**src/rtl/jogo_memoria_param_pkg.sv**
```systemverilog
// Shared definitions for the sequence-memory game family: state codes and small helpers.
package jogo_memoria_param_pkg;

   typedef enum logic [3:0] {
      INICIAL     = 4'h0,
      PREPARA     = 4'h1,
      MOSTRA      = 4'h2,
      ESPERA      = 4'h3,
      REGISTRA    = 4'h4,
      COMPARA     = 4'h5,
      PROXIMA     = 4'h6,
      NOVA_RODADA = 4'h7,
      FIM_ACERTO  = 4'hA,
      FIM_ERRO    = 4'hE,
      FIM_TIMEOUT = 4'hF
   } estado_t;

   function automatic int largura(input int valor);
      return (valor > 1) ? $clog2(valor) : 1;
   endfunction

   // Default sequence: entry k lights button (k mod n_botoes).
   function automatic int indice_botao(input int k, input int n_botoes);
      return k % n_botoes;
   endfunction

endpackage

```
**src/rtl/memoria_sequencia.sv**
```systemverilog
// Combinational ROM holding the expected move for each sequence position (one-hot words).
module memoria_sequencia
   import jogo_memoria_param_pkg::*;
#(
   parameter int  N_BOTOES    = 4,
   parameter int  NUM_RODADAS = 16,
   localparam int CW          = $clog2(NUM_RODADAS)
) (
   input  logic [CW-1:0]       i_endereco,
   output logic [N_BOTOES-1:0] o_jogada
);

   always_comb begin
      o_jogada = '0;
      for (int b = 0; b < N_BOTOES; b++) begin
         if (indice_botao(int'(i_endereco), N_BOTOES) == b) o_jogada[b] = 1'b1;
      end
   end

endmodule

```
**src/rtl/jogo_memoria_param.sv**
```systemverilog
// Sequence-memory game core: shows a growing one-hot sequence on the LEDs and checks the
// player's moves against it, ending on win, wrong move or inactivity.
//
//   state        | meaning
//   INICIAL      | idle after reset, waiting for jogar
//   PREPARA      | round setup, chooses show or skip
//   MOSTRA       | replaying moves 0..rodada, on/off slot per move
//   ESPERA       | waiting for a button press, inactivity timer running
//   REGISTRA     | captured move settles
//   COMPARA      | captured move checked against the sequence
//   PROXIMA      | advance to next move of this round
//   NOVA_RODADA  | advance to next round
//   FIM_*        | game over (win / error / timeout), held until jogar
module jogo_memoria_param
   import jogo_memoria_param_pkg::*;
#(
   parameter int  N_BOTOES       = 4,
   parameter int  NUM_RODADAS    = 16,
   parameter int  TIMEOUT_CICLOS = 3000,
   parameter int  T_MOSTRA       = 500,
   localparam int CW             = $clog2(NUM_RODADAS)
) (
   input  logic                clock,
   input  logic                reset,
   input  logic                jogar,
   input  logic                modo,
   input  logic [N_BOTOES-1:0] botoes,
   output logic [N_BOTOES-1:0] leds,
   output logic                acertou,
   output logic                errou,
   output logic                timeout,
   output logic                pronto,
   output logic [3:0]          db_estado,
   output logic [CW-1:0]       db_rodada,
   output logic [CW-1:0]       db_contagem,
   output logic [N_BOTOES-1:0] db_jogada
);

   localparam int T_MAX = (TIMEOUT_CICLOS > T_MOSTRA) ? TIMEOUT_CICLOS : T_MOSTRA;
   localparam int TW    = largura(T_MAX);

   estado_t             r_estado;
   logic                r_modo;
   logic [CW-1:0]       r_rodada;
   logic [CW-1:0]       r_contagem;
   logic [TW-1:0]       r_timer;
   logic                r_fase;
   logic [N_BOTOES-1:0] r_botoes_q;
   logic [N_BOTOES-1:0] r_jogada;
   logic [N_BOTOES-1:0] r_leds;
   logic                r_acertou;
   logic                r_errou;
   logic                r_timeout;
   logic                r_pronto;

   logic                w_press;
   logic                w_fim_slot;
   logic                w_fim_espera;
   logic [CW-1:0]       w_endereco;
   logic [N_BOTOES-1:0] w_esperada;

   assign w_press      = (|botoes) & ~(|r_botoes_q);
   assign w_fim_slot   = (r_timer == TW'(T_MOSTRA - 1));
   assign w_fim_espera = (r_timer == TW'(TIMEOUT_CICLOS - 1));

   // At the end of an off slot the LED register loads the next move, so look one ahead.
   assign w_endereco = (r_estado == MOSTRA && r_fase && w_fim_slot) ?
                       r_contagem + CW'(1) : r_contagem;

   memoria_sequencia #(
      .N_BOTOES    (N_BOTOES),
      .NUM_RODADAS (NUM_RODADAS)
   ) u_memoria (
      .i_endereco (w_endereco),
      .o_jogada   (w_esperada)
   );

   always_ff @(posedge clock) begin
      if (reset) begin
         r_estado   <= INICIAL;
         r_modo     <= 1'b0;
         r_rodada   <= '0;
         r_contagem <= '0;
         r_timer    <= '0;
         r_fase     <= 1'b0;
         r_botoes_q <= '0;
         r_jogada   <= '0;
         r_leds     <= '0;
         r_acertou  <= 1'b0;
         r_errou    <= 1'b0;
         r_timeout  <= 1'b0;
         r_pronto   <= 1'b0;
      end else begin
         r_botoes_q <= botoes;
         case (r_estado)
            INICIAL, FIM_ACERTO, FIM_ERRO, FIM_TIMEOUT: begin
               if (jogar) begin
                  r_modo     <= modo;
                  r_rodada   <= '0;
                  r_contagem <= '0;
                  r_jogada   <= '0;
                  r_timer    <= '0;
                  r_fase     <= 1'b0;
                  r_leds     <= '0;
                  r_acertou  <= 1'b0;
                  r_errou    <= 1'b0;
                  r_timeout  <= 1'b0;
                  r_pronto   <= 1'b0;
                  r_estado   <= PREPARA;
               end
            end

            PREPARA: begin
               r_contagem <= '0;
               r_timer    <= '0;
               r_fase     <= 1'b0;
               if (!r_modo) begin
                  r_leds   <= w_esperada;
                  r_estado <= MOSTRA;
               end else begin
                  r_estado <= ESPERA;
               end
            end

            MOSTRA: begin
               if (w_fim_slot) begin
                  r_timer <= '0;
                  if (!r_fase) begin
                     r_fase <= 1'b1;
                     r_leds <= '0;
                  end else if (r_contagem == r_rodada) begin
                     r_fase     <= 1'b0;
                     r_contagem <= '0;
                     r_leds     <= '0;
                     r_estado   <= ESPERA;
                  end else begin
                     r_fase     <= 1'b0;
                     r_contagem <= r_contagem + CW'(1);
                     r_leds     <= w_esperada;
                  end
               end else begin
                  r_timer <= r_timer + TW'(1);
               end
            end

            // A press on the terminal-count edge still counts as a move.
            ESPERA: begin
               if (w_press) begin
                  r_jogada <= botoes;
                  r_estado <= REGISTRA;
               end else if (w_fim_espera) begin
                  r_timeout <= 1'b1;
                  r_pronto  <= 1'b1;
                  r_estado  <= FIM_TIMEOUT;
               end else begin
                  r_timer <= r_timer + TW'(1);
               end
            end

            REGISTRA: begin
               r_estado <= COMPARA;
            end

            COMPARA: begin
               if (r_jogada != w_esperada) begin
                  r_errou  <= 1'b1;
                  r_pronto <= 1'b1;
                  r_estado <= FIM_ERRO;
               end else if (r_contagem == r_rodada) begin
                  if (r_rodada == CW'(NUM_RODADAS - 1)) begin
                     r_acertou <= 1'b1;
                     r_pronto  <= 1'b1;
                     r_estado  <= FIM_ACERTO;
                  end else begin
                     r_estado <= NOVA_RODADA;
                  end
               end else begin
                  r_estado <= PROXIMA;
               end
            end

            PROXIMA: begin
               r_contagem <= r_contagem + CW'(1);
               r_timer    <= '0;
               r_estado   <= ESPERA;
            end

            NOVA_RODADA: begin
               r_rodada   <= r_rodada + CW'(1);
               r_contagem <= '0;
               r_estado   <= PREPARA;
            end

            default: begin
               r_leds    <= '0;
               r_acertou <= 1'b0;
               r_errou   <= 1'b0;
               r_timeout <= 1'b0;
               r_pronto  <= 1'b0;
               r_estado  <= INICIAL;
            end
         endcase
      end
   end

   assign leds        = r_leds;
   assign acertou     = r_acertou;
   assign errou       = r_errou;
   assign timeout     = r_timeout;
   assign pronto      = r_pronto;
   assign db_estado   = r_estado;
   assign db_rodada   = r_rodada;
   assign db_contagem = r_contagem;
   assign db_jogada   = r_jogada;

endmodule

```
**config.mk**
```make
export PLATFORM = sky130hd
export DESIGN_NAME = jogo_memoria_param
export DESIGN_NICKNAME = d
export VERILOG_FILES = /design/src/rtl/jogo_memoria_param_pkg.sv /design/src/rtl/memoria_sequencia.sv /design/src/rtl/jogo_memoria_param.sv
export SDC_FILE = /design/constraint.sdc
export NUM_CORES = 1
export LEC_CHECK = 0
export CORE_AREA = 4 4 125 67
export DETAILED_ROUTE_END_ITERATION = 12
export DIE_AREA = 0 0 129 71
export PLACE_DENSITY_LB_ADDON = 0.1
export SETUP_SLACK_MARGIN = 0.1
export SYNTH_ARGS = -nofsm -noshare
export SYNTH_HDL_FRONTEND = slang
export SYNTH_SLANG_ARGS = --single-unit
```
**constraint.sdc**
```tcl
create_clock -name clock -period 2.3 [get_ports clock]
set_input_delay 0.69 -clock clock [delete_from_list [all_inputs] [get_ports clock]]
set_output_delay 0.69 -clock clock [all_outputs]
set_load 0.01 [all_outputs]
```
==> reports/metrics.cfg <==
[drt]
wire_per_inst_um=15.55
antenna_left=0
vias=2541
drtIter0Drc=138
wl_um=7435
vias_per_cell=5.316
firstDrtPassIters=4
drc=0

[run_status]
status=complete, no violations

[cells_and_area]
area_growth_pct=42.19
stdcell_area_sq_mm=0.003656
drive_gt1_share_pct=26.44
fillers=700
num_antenna_cells=0
layout.nets=392

[synthesis]
synth_ff_type=dfxtp_1
ys_ff_latch=42
netlist-cell-type-count=61
synth.most_common_cell=dfxtp_1
synth_top_area_share_pct=32.70
synth_area_sq_mm=0.002571
synth_area_leaders=dfxtp_1, xnor2_1, nor2_1
yosysWarnings=0
synth_edf_count=0
synth_nets=315
synth_cells=304
async_flop_share_pct=0
synth_top_area_cell=dfxtp_1
yosys-top-cells-count=dfxtp_1, nor2_1, nand2_1
seq_area_frac_synth_pct=32.70
syn_area_per_cell_sq_um=8.458

[worst_setup_path]
critical_path_arrival_ns=2.38
path_cells=or4b_4 -> nor4_4 -> o22a_2 -> nand3_4 -> buf_4 -> or3_1 -> o211ai_2
critPathLaunchType=register
cp_data_required_time_ns=2.51
cp_max_fo=6
path_class=reg -> reg
slowest_delay_ns=0.56
cp-end-kind=register
critPathBufInv=1
cp_slowest_cell=or4b_4
cpLargestDelayFamily=simple AND/OR/NAND/NOR gates

[floorplan]
core_sq_mm=0.007212
die_y_um=71
io_pins=32
dieArea_sq_mm=0.009159
chipWidth_um=129
row_count=22
start_util_pct=35.65

[placement]
hpwl_um=5457
place.gp.congestion=0.7998
place_ws_ns=-0.3105
port_buffers=31
dpl-instance-area_sq_mm=0.003323

[global_route]
grt_use_total_pct=15.91
grt_pass1_wl_um=11830
grt_pass1_vias=2381
grt_max_degree=22
gr-total-overflow=0
antenna_found_initial=0

[clock_tree]
holdBufCountCts=0
clock_latency_ns=0.29
clock_tree.buffer_depth=2
h-tree-depth=2
clock_sinks=42
root_buffer=clkbuf_16
numCtsBuffers=5
cts_tree=yes
clk_pin_slew_ns=0.06

[sta]
period_share_pct=94.58
max_freq_mhz=459.7
clock_skew_ns=0.007663
setup_ws_ns=0.1247
hold_slack_ns=0.4644
max_slew.worst_pin.slew_ns=0.3549
setup_viol=0
setup_tns_ns=0
slew_headroom_pct=75.73
hold_violations=0
drv_slew=0
period_needed_ns=2.175
rsz0062_at_grt=yes

[power_and_ir_drop]
leakagePower_nw=1.349
power.total_mw=3.229
p_per_area_mw_per_mm2=883.1
vdd_drop_max_uv=407.8

[worst_hold_path]
min_path_type=reg -> reg

[job]
cap_violations=0

==> routing by layer <==
layer	wire [um]	track usage (%)
met1	3865	23.22
met2	3235	23.97
met3	275	3.922
met4	58	2.794
met5	0	0
==> worst reg2reg max path, delay by kind of cell, from the launching register on <==
family / cells / cell delay, ns
AO/OA/AOI/OAI: 2 / 0.34
buffers and inverters: 1 / 0.16
flip-flops: 1 / 0.36
AND/OR/NAND/NOR: 4 / 1.23
==> sequential cells by signal, summed over array words and instances, names as in the netlist <==
name and flops:
db_contagem 4, timeout 1, db_rodada 4, pronto 1, leds 4, db_jogada 4
errou 1, r_botoes_q 4, r_timer 12, acertou 1, db_estado 4, r_fase 1
r_modo 1
==> kinds of logic after synthesis <==
group	after synthesis	synth area share, %
compound gates	63	17.76
mux	5	1.995
buf+inv	26	4.818
xor+xnor	20	6.812
flops	42	32.70
simple gates	145	34.45
fa+ha+maj	3	1.460
==> stage by stage <==
step           utilization, %  cells
5_1_grt                 50.69    478
3_5_place_dp            46.08    466
6_report                50.69    478
2_1_floorplan               -    304
4_1_cts                 49.01    474
3_3_place_gp            46.08    466
==> worst paths after layout <==
kind,cells after the start,slack (ns),from,end
hold / removal,2,0.46,errou$_SDFFE_PP0P_,errou$_SDFFE_PP0P_
setup / recovery,7,0.12,r_timer[3]$_SDFFE_PP0P_,db_estado[2]$_SDFFE_PP0P_
hold reg to reg,2,0.46,errou$_SDFFE_PP0P_,errou$_SDFFE_PP0P_
setup reg to reg,7,0.12,r_timer[3]$_SDFFE_PP0P_,db_estado[2]$_SDFFE_PP0P_
==> what timing repair did <==
item | CTS | global route
endpoints found under the setup margin | 13 | 30
buffers inserted | 0 | 3
pin swaps | 7 | 6
resized for setup | 13 | 22
cloned | 0 | 1
==> placed cells by master, fill, tap and decap left out, types with 3 or more instances in the layout <==
master	synthesis	routed
buf_6	2	3
mux2i_1	4	4
or4_1	3	3
dfxtp_1	42	37
nor2_1	36	36
xor2_1	4	4
a21oi_1	16	14
nand3_1	18	18
a32o_1	4	4
nand2_1	20	20
clkdlybuf4s50_1	0	27
xnor2_1	16	16
inv_1	10	10
nor3_1	5	4
nand2b_1	4	4
nor2b_1	11	11
buf_4	1	49
or3_1	4	4
nor4_2	5	4
clkbuf_16	0	5
nor4_4	2	4
a31oi_1	4	4
nand4_1	8	8
o21a_1	5	4
o21ai_0	10	10
and2_1	5	5
dfxtp_2	0	5
and3_1	3	3
==> area by class of cell <==
class | count | area, sq um | share of cell area, %
multi-input cells | 236 | 1719 | 47.02
clock buffers | 7 | 132.6 | 3.628
flip-flops and latches | 42 | 847.1 | 23.17
inverters | 10 | 37.54 | 1.027
repair buffers | 86 | 769.5 | 21.05
well taps | 96 | 120.1 | 3.285
clock inverters | 1 | 30.03 | 0.8214
==> power breakdown <==
part | internal, mW | total [mW] | switching, mW
logic | 0.717 | 1.54 | 0.824
clock network | 0.513 | 0.795 | 0.282
registers | 0.805 | 0.892 | 0.0872
Power figures use the tool's default switching activity.
